### config.mk
export PLATFORM = sky130hd
export DESIGN_NAME = mul_round_sat
export DESIGN_NICKNAME = d
export VERILOG_FILES = /design/src/rtl/mul_round_sat.sv
export SDC_FILE = /design/constraint.sdc
export NUM_CORES = 1
export LEC_CHECK = 0
export CORE_ASPECT_RATIO = 1.5
export CORE_MARGIN = 3
export CORE_UTILIZATION = 45
export CTS_BUF_LIST = sky130_fd_sc_hd__clkbuf_4 sky130_fd_sc_hd__clkbuf_8
export DETAILED_ROUTE_END_ITERATION = 7
export GPL_TIMING_DRIVEN = 1
export PLACE_DENSITY = 0.73
export SLEW_MARGIN = 0
export SYNTH_ARGS = -nofsm -noshare
export SYNTH_HDL_FRONTEND = slang
export SYNTH_SLANG_ARGS = --single-unit
export TNS_END_PERCENT = 1
### constraint.sdc
create_clock -name clk -period 3.9 [get_ports clk]
set_clock_uncertainty 0.05 [all_clocks]
set_input_delay 0.78 -clock clk [delete_from_list [all_inputs] [get_ports clk]]
set_output_delay 0.78 -clock clk [all_outputs]
set_load 0.005 [all_outputs]
### src/rtl/mul_round_sat.sv
// Post-multiplier stage: arms the Booth multiplier, captures its signed product,
// drops FRAC fractional bits and saturates to OUT_LEN bits. `ROUND_NEAREST_EN selects round-half-up.
module mul_round_sat #(
    parameter int IN_LEN  = 64,
    parameter int FRAC    = 16,
    parameter int OUT_LEN = 32
) (
    input  logic               clk,
    input  logic               rst,
    input  logic               arm,
    output logic               fin,
    output logic [OUT_LEN-1:0] out,
    output logic               sat,
    output logic               mul_arm,
    input  logic               mul_fin,
    input  logic [IN_LEN-1:0]  mul_outn
);

    localparam int SHR_W = IN_LEN + 1 - FRAC;

    // Output range limits sign-extended to the shifted width for a signed compare.
    localparam logic signed [SHR_W-1:0] SAT_MAX = {{(SHR_W-OUT_LEN+1){1'b0}}, {(OUT_LEN-1){1'b1}}};
    localparam logic signed [SHR_W-1:0] SAT_MIN = {{(SHR_W-OUT_LEN+1){1'b1}}, {(OUT_LEN-1){1'b0}}};

    typedef enum logic [2:0] {
        S_IDLE,
        S_WAIT,
        S_ROUND,
        S_SAT,
        S_DONE
    } state_t;

    state_t                     state_reg, state_next;
    logic [IN_LEN-1:0]          prod_reg;
    logic signed [SHR_W-1:0]    shr_reg, shr_next;
    logic [OUT_LEN-1:0]         out_reg, out_next;
    logic                       sat_reg, sat_next;
    logic [IN_LEN:0]            sum_ext;
    logic                       prod_load, shr_load, res_load;
    logic                       frac_unused;

    // Extra top bit keeps +max products from wrapping when the rounding constant is added.
`ifdef ROUND_NEAREST_EN
    localparam logic [IN_LEN:0] RC_VAL = {{IN_LEN{1'b0}}, 1'b1} << (FRAC - 1);
    assign sum_ext = {prod_reg[IN_LEN-1], prod_reg} + RC_VAL;
`else
    assign sum_ext = {prod_reg[IN_LEN-1], prod_reg};
`endif

    assign shr_next    = sum_ext[IN_LEN:FRAC];
    assign frac_unused = ^sum_ext[FRAC-1:0];

    always_comb begin
        out_next = shr_reg[OUT_LEN-1:0];
        sat_next = 1'b0;
        if (shr_reg > SAT_MAX) begin
            out_next = {1'b0, {(OUT_LEN-1){1'b1}}};
            sat_next = 1'b1;
        end else if (shr_reg < SAT_MIN) begin
            out_next = {1'b1, {(OUT_LEN-1){1'b0}}};
            sat_next = 1'b1;
        end
    end

    always_ff @(posedge clk or posedge rst) begin
        if (rst) begin
            state_reg <= S_IDLE;
            out_reg   <= '0;
            sat_reg   <= 1'b0;
        end else begin
            state_reg <= state_next;
            if (res_load) begin
                out_reg <= out_next;
                sat_reg <= sat_next;
            end
        end
    end

    // Datapath pipeline registers carry no reset; they are always loaded before use.
    always_ff @(posedge clk) begin
        if (prod_load) begin
            prod_reg <= mul_outn;
        end
        if (shr_load) begin
            shr_reg <= shr_next;
        end
    end

    always_comb begin
        state_next = state_reg;
        prod_load  = 1'b0;
        shr_load   = 1'b0;
        res_load   = 1'b0;
        case (state_reg)
            S_IDLE: begin
                if (arm) state_next = S_WAIT;
            end
            S_WAIT: begin
                if (!arm) begin
                    state_next = S_IDLE;
                end else if (mul_fin) begin
                    prod_load  = 1'b1;
                    state_next = S_ROUND;
                end
            end
            S_ROUND: begin
                if (!arm) begin
                    state_next = S_IDLE;
                end else begin
                    shr_load   = 1'b1;
                    state_next = S_SAT;
                end
            end
            S_SAT: begin
                if (!arm) begin
                    state_next = S_IDLE;
                end else begin
                    res_load   = 1'b1;
                    state_next = S_DONE;
                end
            end
            S_DONE: begin
                if (!arm) state_next = S_IDLE;
            end
            default: state_next = S_IDLE;
        endcase
    end

    // Multiplier stays armed through DONE so its product remains stable.
    assign mul_arm = (state_reg != S_IDLE);
    assign fin     = (state_reg == S_DONE);
    assign out     = out_reg;
    assign sat     = sat_reg;

endmodule

# After elaboration in Yosys (flattened, before gate mapping)
# Index checks and enable logic that the tools add are counted.
dict set report word_totals {
  ff_bits 148
  input_bits 68
  output_inout_bits 35
  elab_cells 34
}
dict set report op_classes {
  order_cmp 2
  eq_ne 7
  n_mux 17
  n_reduce_logical 3
}
# operator count
set ops {}
lappend ops {{$mux W32} 2}
lappend ops {{$gt A48 B32 Y1 const B} 1}
lappend ops {{$lt A48 B32 Y1 const B} 1}
lappend ops {{$mux W3} 5}
lappend ops {{$pmux W3 S5} 1}
lappend ops {{$mux W1} 8}
lappend ops {{$eq A3 B2 Y1 const B} 2}
lappend ops {{$ne A2 B2 Y1 const B} 2}
lappend ops {{$eq A3 B1 Y1 const B} 1}
lappend ops {{$eq A3 B3 Y1 const B} 1}
lappend ops {{$logic_not A3 Y1} 1}
lappend ops {{$ne A3 B3 Y1 const B} 1}
lappend ops {{$reduce_and A3 Y1} 1}
lappend ops {{$reduce_bool A3 Y1} 1}
lappend ops {{$mux W2} 1}

# Depth between registers and ports, before layout
# Gate-level depths: netlist of the first run.
dict set report logic_depth {
  word_depth 3
  ltp_mapped 6
  mapped_depth_nobuf 4
}

# Worst setup path after synthesis of the first run
# No wires, ideal clock.
dict set report synth_timing {
  path_type {in2reg}
  startpoint {in arm}
  endpoint {reg prod_reg[16], enable pin}
  setup_ns 0.454
  arrival_time_ns 2.929
  required_time_ns 3.396
  path_slack_ns 0.468
  stages 2
  path_buffers 0
  path_cell_list {nand2b_1 > nor2_1}
}
dict set report synth_between {
  elab_chain_len 2
}
# item line
set synth_rtl {}
lappend synth_rtl {{from (decl)} 10} ;# input logic arm,
lappend synth_rtl {{$mux W1} 99} ;# if (!arm) begin
lappend synth_rtl {{$mux W1} 94} ;# case (state_reg)
lappend synth_rtl {{via prod_load} 39} ;# logic prod_load, shr_load, res_load;
lappend synth_rtl {{to (signal assigned)} 82} ;# prod_reg <= mul_outn;
lappend synth_rtl {{to (decl)} 34} ;# logic [IN_LEN-1:0] prod_reg;
# The timed path passes the listed nets, and every way through them passes these cells.
# A chain may end at the register's enable or synchronous reset.

# Worst setup path in the final report of the first run
dict set report layout_timing {
  startpoint {reg state_reg[1]}
  endpoint {out fin}
}
dict set report layout_between {
  elab_chain_len 1
}
# item line
set layout_rtl {}
lappend layout_rtl {{from (decl)} 33} ;# state_t state_reg, state_next;
lappend layout_rtl {{from (signal assigned)} 71} ;# state_reg <= state_next;
lappend layout_rtl {{$eq A3 B3 Y1} 131} ;# assign fin = (state_reg == S_DONE);
lappend layout_rtl {{to (decl)} 11} ;# output logic fin,
# No other way between the ends.

==> qor.csv, run 1 <==
metric,value,unit
grt_pass1_vias,2436,
portBuffers,86,
ir_drop,0.3611,mV
place_congestion,0.7034,
clkTransAtPathRegs,0.07,ns
worst_slew_pin_slew,0.9092,ns
post_cts_buffers,0,
drc,0,
worst_setup_path_end_kind,output port,
ys_types,24,
num_rows,44,
grt_overflow_total,0,
outcome,"finished, final reports clean",
post-route-period-util,64.06,%
start_kind,flop,
clockRootBuffer,clkbuf_8,
antenna_cells,0,
fin_ws,1.402,ns
syn_area_per_cell,16.80,um^2
cts.sinks,132,
cts-hold-fix-buffers,0,
finalNetCount,434,
synth_warnings,0,
grt_pass1_wl,11040,um
cts_resized,0,
rsz0062_at_grt,no,
cts_inserted_buffers,17,
core,9689,um^2
clkLatencyLatePin,0.42,ns
drv_cap,0,
reg2reg_depth,4,
die_h,128.3,um
synthMuxAreaShare,0.2511,%
grt_usage,13.61,%
syn_nets,335,
die_w,87.51,um
slew_headroom,39.18,%
ys_seq_area_share,84.38,%
dp_worst_setup_slack,1.148,ns
p_leak,2.092,nW
crit_type,reg -> out,
boundaryPins,103,
post-route-util,60.90,%
n_fill_cell,718,
synth_top_family_by_area,simple AND/OR/NAND/NOR gates,
r2r_setup_slack,1.63,ns
synth_xor_area_share,0,%
hold_depth,0,
required,3.07,ns
fin_crit,2.498,ns
avgViaCountPerCell,4.986,
yosys.area_share.simple,7.757,%
fmax,400.3,MHz
tritoncts,yes,
hold_class,reg -> reg,
ys_ff_latch,132,
wl_per_cell,14.32,um
finalSetupViolations,0,
vias,2463,
synth_compound_area_share,5.748,%
h-tree-depth,4,
worstPathArrival,1.67,ns
antenna_found_initial,0,
clock_path_buffers,2,
initial_core_util,46.28,%
slew_violations,0,
cp_max_fo,6,
areaGrowthSynthToFinish,31.58,%
place_hpwl,4903,um
first_iter_violations,141,
finalSetupTns,0,ns
p_total,3.194,mW
synthAdderAreaFrac,0,%
grt_start_max_net_pins,38,
synth_cells,267,
hold_viol,0,
detail-route-antenna-nets,0,
layout-drive-gt1-share,11.87,%
dieArea,11220,um^2
synth_area,4484,um^2
powerDensity,541.2,nW/um^2
dr.pass1.iters,5,
wl,7076,um
## layout make-up
| type | instances | area [um^2] | area share, % |
|---|---|---|---|
| clock buffer | 21 | 264.0 | 4.474 |
| clock inverter | 11 | 112.6 | 1.908 |
| inverter | 2 | 7.507 | 0.1272 |
| multi-input combinational | 120 | 650.6 | 11.03 |
| sequential | 132 | 3784 | 64.12 |
| tap | 115 | 143.9 | 2.439 |
| timing repair buffer | 93 | 938.4 | 15.90 |
## power by group
part	leakage [nW]	switching, mW	internal, mW	total [mW]
sequential	1.27	0.0619	1.64	1.70
clock	0.194	0.469	0.588	1.06
combinational	0.629	0.147	0.287	0.434
total	2.09	0.678	2.52	3.19
## critical path, stage by stage, from the launching register on
cell	delay, ns
dfrtp_1	0.43
nor3b_1	0.27
clkdlybuf4s50_1	0.55
## cell usage after synthesis
cell      instances  share of area (%)
nor4_1            2               0.28
nand3b_1          1               0.17
edfxtp_1         96                 64
mux2_2            1               0.25
nand2_1          32                2.7
nand2b_1          2               0.28
clkbuf_1          6               0.50
o21a_1            1               0.17
inv_1             2               0.17
nor3b_1           1               0.17
nor2_1           36                3.0
nor3_1            1               0.11
a21oi_1           1               0.11
or4_4             1               0.25
nand3_1           1               0.11
dfrtp_1          36                 20
buf_6             3               0.75
buf_2             4               0.45
or3_1             1               0.14
o41ai_2           1               0.36
nand4_1           4               0.56
a31oi_1          32                4.5
o31ai_4           1               0.47
a21o_1            1               0.17
## metal layers
| layer | vias up | wire, um | global-route usage, % |
|---|---|---|---|
| met1 | 1175 | 2452 | 12.60 |
| met3 | 13 | 450 | 5.852 |
| met2 | 85 | 3998 | 24.42 |
| met5 | - | 0 | 0 |
| li1 | 1190 | - | - |
| met4 | 0 | 176 | 7.136 |
## cells in the final DEF, fill, tap and decap left out, types with 2 or more instances in the layout
cell	n
edfxtp_1	96
clkdlybuf4s50_1	86
dfrtp_1	36
nor2_1	33
nand2_1	32
a31oi_1	32
clkbuf_8	17
clkinv_2	5
buf_4	5
nand4_1	4
clkbuf_4	4
nor2_4	3
nand2b_1	2
nor4_1	2
inv_1	2
bufinv_16	2
clkinvlp_4	2
buf_12	2
## through the flow
step | cell area, um^2 | hold slack [ns] | cells
floorplan | 4484 | 0.3503 | 267
global placement | 5524 | 0.3512 | 462
detailed placement | 5524 | 0.3545 | 462
CTS | 5901 | 0.3623 | 494
global route | 5901 | 0.3675 | 494
finish | 5901 | 0.3595 | 494
## kinds of logic after synthesis
group,Yosys count
flops,132
simple gates,82
compound gates,37
buf+inv,15
mux,1
## worst paths after layout
kind | end | from
worst min-delay path | shr_reg[29] | prod_reg[45]
worst min register to register | shr_reg[29] | prod_reg[45]
worst max-delay path | fin | state_reg[1]
worst max register to register | out[22] | shr_reg[44]
min in group asynchronous | out[19] | rst
max in group asynchronous | out[4] | rst
No activity file was read; power rests on OpenSTA's default activity.
==> run 2, diff against run 1 <==
- PLACE_DENSITY: 0.73 -> 0.76
- clock period: 3.9 -> 2.25 ns (I/O delays scaled with it)
==> qor.csv, run 2 (synthesis results as in run 1) <==
metric,value,unit,change
grt_overflow_total,0,,unchanged
wl_per_cell,14.58,um,+1.8%
cts.sinks,132,,unchanged
fmax,474.0,MHz,
ir_drop,0.6029,mV,+67%
antenna_cells,0,,unchanged
cts-hold-fix-buffers,0,,unchanged
areaGrowthSynthToFinish,32.48,%,
grt_usage,14.03,%,+0.43 points
tritoncts,yes,,
fin_crit,2.110,ns,
vias,2463,,unchanged
h-tree-depth,4,,unchanged
die_h,128.3,um,unchanged
post_cts_buffers,0,,unchanged
final_cell_mix,"edfxtp_1, clkdlybuf4s50_1, dfrtp_1",,
grt_pass1_wl,11320,um,+2.5%
p_total,5.589,mW,+75%
dp.cells,463,,+0.22%
slowest_stage,clkdlybuf4s50_1,,
first_iter_violations,111,,-21%
worst_setup_path_end_kind,output port,,
finalSetupTns,0,ns,unchanged
critPathBufInv,1,,unchanged
start_kind,flop,,
finalHoldWorstSlack,0.3639,ns,+0.004379 ns
detail-route-antenna-nets,0,,unchanged
required,1.75,ns,-1.32 ns
post-route-period-util,93.76,%,
dr.pass1.iters,4,,-1
cts_inserted_buffers,17,,unchanged
cts_resized,0,,unchanged
p_leak,2.116,nW,+1.1%
place_congestion,0.7629,,+8.5%
slew_violations,0,,unchanged
finalNetCount,435,,+0.23%
crit_type,reg -> out,,
hold_class,reg -> reg,,
outcome,"finished, final reports clean",,
p_sw,1.226,mW,+81%
powerDensity,940.8,nW/um^2,+74%
n_fill_cell,731,,+1.8%
p_int,4.363,mW,+73%
cpLargestDelayFamily,buffers and inverters,,
portBuffers,86,,unchanged
core,9689,um^2,unchanged
path_cells,"nor3b_2, clkdlybuf4s50_1",,
p_sw_share,21.94,%,+0.70 points
wl,7215,um,+2.0%
layout_commonest_cell,edfxtp_1,,
hold_viol,0,,unchanged
worst_slew_pin_slew,0.4561,ns,-0.4531 ns
antenna_found_initial,0,,unchanged
place_hpwl,4813,um,-1.8%
boundaryPins,103,,unchanged
p_comb_share,13.6,%,about the same
clockRootBuffer,clkbuf_8,,
die_w,87.51,um,unchanged
grt_start_max_net_pins,49,,+29%
dieArea,11220,um^2,unchanged
grt_pass1_vias,2476,,+1.6%
layout-drive-gt1-share,12.89,%,+1.0 points
drc,0,,unchanged
clkTransAtPathRegs,0.08,ns,about the same
drv_cap,0,,unchanged
clock_path_buffers,2,,unchanged
p_clk_share,33.5,%,+0.4 points
rsz0062_at_grt,no,,
clkLatencyLatePin,0.43,ns,about the same
cp_max_fo,6,,unchanged
finalSetupViolations,0,,unchanged
num_rows,44,,unchanged
avgViaCountPerCell,4.976,,-0.20%
slowest_delay,0.53,ns,-0.02 ns
p_seq_share,52.9,%,-0.4 points
slew_headroom,69.59,%,+30 points
worstPathArrival,1.61,ns,-0.06 ns
initial_core_util,46.28,%,unchanged
fin_cells,495,,+0.20%
[run 2: cell count changes in the layout (fill, tap and decap cells not counted), sizes merged]
cell,change
buf,+1
clkbuf,-2
clkdlybuf4s50,-1
dlymetal6s2s,+1
inv,+2
[run 2: worst paths after layout]
check                                  start      endpoint  slack (ns)  depth (start not counted)
worst max-delay path            state_reg[1]           fin        0.14                          2
min in group asynchronous                rst  state_reg[2]        0.38                          3
worst max register to register   shr_reg[44]       out[24]        0.48                          4
worst min register to register  prod_reg[39]   shr_reg[23]        0.36                          0
max in group asynchronous                rst  state_reg[1]        1.43                          3
worst min-delay path            prod_reg[39]   shr_reg[23]        0.36                          0
[run 2: worst register-to-register path, cell delays in order (launching register included)]
cell and delay [ns]:
edfxtp_1 0.39, or4_4 0.55, o31ai_4 0.25, buf_4 0.27, a31oi_1 0.14
[run 2: routing by layer]
metal / vias up / wire length (um) / GRT usage, %
li1: 1197 / - / -
met1: 1166 / 2589 / 13.32
met2: 77 / 3957 / 23.89
met3: 23 / 384 / 5.402
met4: 0 / 284 / 10.21
met5: - / 0 / 0
[run 2: per-stage QoR]
step | util [%] | area [um^2] | setup WS [ns]
2_1_floorplan | - | 4489 | -0.07277
3_3_place_gp | 57.22 | 5544 | 0.2517
3_5_place_dp | 57.22 | 5544 | 0.1841
4_1_cts | 61.22 | 5932 | 0.008335
5_1_grt | 61.31 | 5941 | 0.02760
6_report | 61.31 | 5941 | 0.1404
[run 2: area by class of cell]
class,instances,area [um^2],area share (%)
sequential,132,3785,63.71
timing repair buffer,94,960.9,16.18
multi-input combinational,120,655.6,11.04
clock buffer,19,255.2,4.297
tap,115,143.9,2.422
clock inverter,13,132.6,2.233
inverter,2,7.507,0.1264
[run 2: power by group through the flow]
| stage | combinational, mW | sequential (mW) | clock [mW] |
|---|---|---|---|
| floorplan | 0.218 | 3.01 | 0 |
| global placement | 0.749 | 3.00 | 0 |
| detailed placement | 0.770 | 3.01 | 0 |
| CTS | 0.771 | 2.96 | 1.93 |
| global route | 0.830 | 2.98 | 2.04 |
| finish | 0.758 | 2.96 | 1.87 |
==> run 3, diff against run 2 <==
- CORE_ASPECT_RATIO: 1.5 -> not set
==> qor.csv, run 3 (synthesis results as in run 1) <==
metric,value,unit,change
layout_commonest_cell,edfxtp_1,,
avgViaCountPerCell,4.783,,-3.9%
finalSetupViolations,0,,unchanged
hp-start,prod_reg[26],,
p_leak,2.144,nW,+1.3%
placed_cell_area,5589,um^2,+0.81%
ir_drop,0.5479,mV,-9.1%
worst_slew_pin_slew,0.4515,ns,-0.004591 ns
p_total,5.890,mW,+5.4%
slew_violations,0,,unchanged
drv_cap,0,,unchanged
dr_wl_met3,477,um,+24%
cts.sinks,132,,unchanged
fmax,461.6,MHz,-2.6%
p_seq_share,50.2,%,-2.7 points
start_kind,flop,,
hold_depth,0,,unchanged
clock_path_buffers,2,,unchanged
antenna_found_initial,0,,unchanged
finalNetCount,437,,+0.46%
final_cell_area,6047,um^2,+1.8%
cp_max_fo,6,,unchanged
p_sw,1.243,mW,+1.4%
fin_crit,2.166,ns,+0.05660 ns
rsz0062_at_grt,no,,
worstPathArrival,1.67,ns,+0.06 ns
grt_pass1_vias,2466,,-0.40%
fin_cells,511,,+3.2%
wl_met2,3984,um,+0.68%
num_rows,35,,-20%
top_layer_used,met4,,
r2r_end,out[26],,
clockRootBuffer,clkbuf_8,,
dr.pass1.iters,4,,unchanged
grt_pass1_wl,11850,um,+4.7%
h-tree-depth,4,,unchanged
die_h,105.8,um,-17%
worst_setup_path_end_kind,output port,,
reg2reg_depth,4,,unchanged
crit_type,reg -> out,,
vias,2444,,-0.77%
hold_class,reg -> reg,,
hold_path_end,shr_reg[10],,
post-route-util,63.93,%,+2.6 points
p_comb_share,12.9,%,-0.7 points
drt-met1-wl,2724,um,+5.2%
place_congestion,0.6898,,-9.6%
clkTransAtPathRegs,0.07,ns,about the same
crit_start,state_reg[1],,
grt_start_max_net_pins,43,,-12%
post-route-period-util,96.27,%,+2.5 points
p_sw_share,21.11,%,-0.83 points
initial_core_util,47.41,%,+1.1 points
tritoncts,yes,,
antenna_cells,0,,unchanged
timing.rr.start,shr_reg[44],,
powerDensity,974.0,nW/um^2,+3.5%
die_w,105.8,um,+21%
p_clk_share,36.9,%,+3.4 points
detail-route-antenna-nets,0,,unchanged
layout-drive-gt1-share,13.35,%,+0.46 points
wl_per_cell,14.29,um,-2.0%
dp.cells,479,,+3.5%
p_int,4.647,mW,+6.5%
boundaryPins,103,,unchanged
place_hpwl,4992,um,+3.7%
grt_overflow_total,0,,unchanged
cts_inserted_buffers,17,,unchanged
clkLatencyLatePin,0.42,ns,about the same
slew_headroom,69.90,%,+0.31 points
drc,0,,unchanged
final_cell_mix,"edfxtp_1, clkdlybuf4s50_1, dfrtp_1",,
grt_usage,14.20,%,+0.17 points
outcome,"finished, final reports clean",,
core,9459,um^2,-2.4%
hold_viol,0,,unchanged
required,1.75,ns,about the same
r2r_setup_slack,0.45,ns,-0.03 ns
cts-hold-fix-buffers,0,,unchanged
dieArea,11200,um^2,-0.22%
first_iter_violations,72,,-35%
portBuffers,86,,unchanged
wl,7301,um,+1.2%
areaGrowthSynthToFinish,34.85,%,
-- run 3: cell count changes in the layout (fill, tap and decap cells not counted) --
cell / previous run / this run
clkbuf_4: 1 / 2
buf_12: 3 / 4
inv_4: 1 / 0
bufinv_16: 2 / 4
buf_4: 5 / 6
inv_6: 1 / 2
dlymetal6s2s_1: 1 / 0
clkinv_2: 5 / 1
clkdlybuf4s50_1: 85 / 86
clkbuf_8: 18 / 19
-- run 3: power by group through the flow --
stage / Combinational, mW / Sequential (mW) / Clock [mW]
CTS: 0.777 / 2.96 / 2.23
global route: 0.829 / 2.98 / 2.35
detailed placement: 0.773 / 3.01 / 0
floorplan: 0.218 / 3.01 / 0
global placement: 0.749 / 3.00 / 0
finish: 0.761 / 2.96 / 2.17
-- run 3: cell type report --
type                            count  area [um^2]
Tap cell                          129        161.4
Sequential cell                   132         3785
Clock buffer                       21        276.5
Timing Repair Buffer               96        985.9
Fill cell                         714         3412
Inverter                            2        7.507
Clock inverter                     11        175.2
Multi-Input combinational cell    120        655.6
-- run 3: worst max-delay path by stage --
stage,endpoint,depth (start not counted)
final,mul_arm,2
after global routing,mul_arm,2
after CTS,mul_arm,2
after detailed placement,out[6],6
after global placement,out[1],6
after floorplan,prod_reg[16],2
-- run 3: layer usage --
layer	global-route usage, %	vias to the layer above
li1	-	1204
met4	6.290	0
met3	5.573	12
met1	14.71	1151
met2	25.32	77
met5	0	-
-- run 3: worst max-delay path, stage by stage (launching register included) --
cell and delay [ns]:
dfrtp_2 0.44, or3_1 0.37, clkdlybuf4s50_1 0.45
-- run 3: stage by stage --
step	setup TNS (ns)	hold slack [ns]	setup slack (ns)
floorplan	-6.984	0.3503	-0.07277
global placement	0	0.3506	0.1382
detailed placement	-0.001432	0.3545	-0.001432
CTS	0	0.3660	0.03486
global route	0	0.3746	0.006457
finish	0	0.3632	0.08381
-- run 3: repair_timing --
action / 4_1_cts / 5_1_grt
resized for setup: 1 / 1
pin swaps: 0 / 0
endpoints found under the hold margin: 0 / 0
setup buffers: 0 / 0
endpoints found under the setup margin: 1 / 1
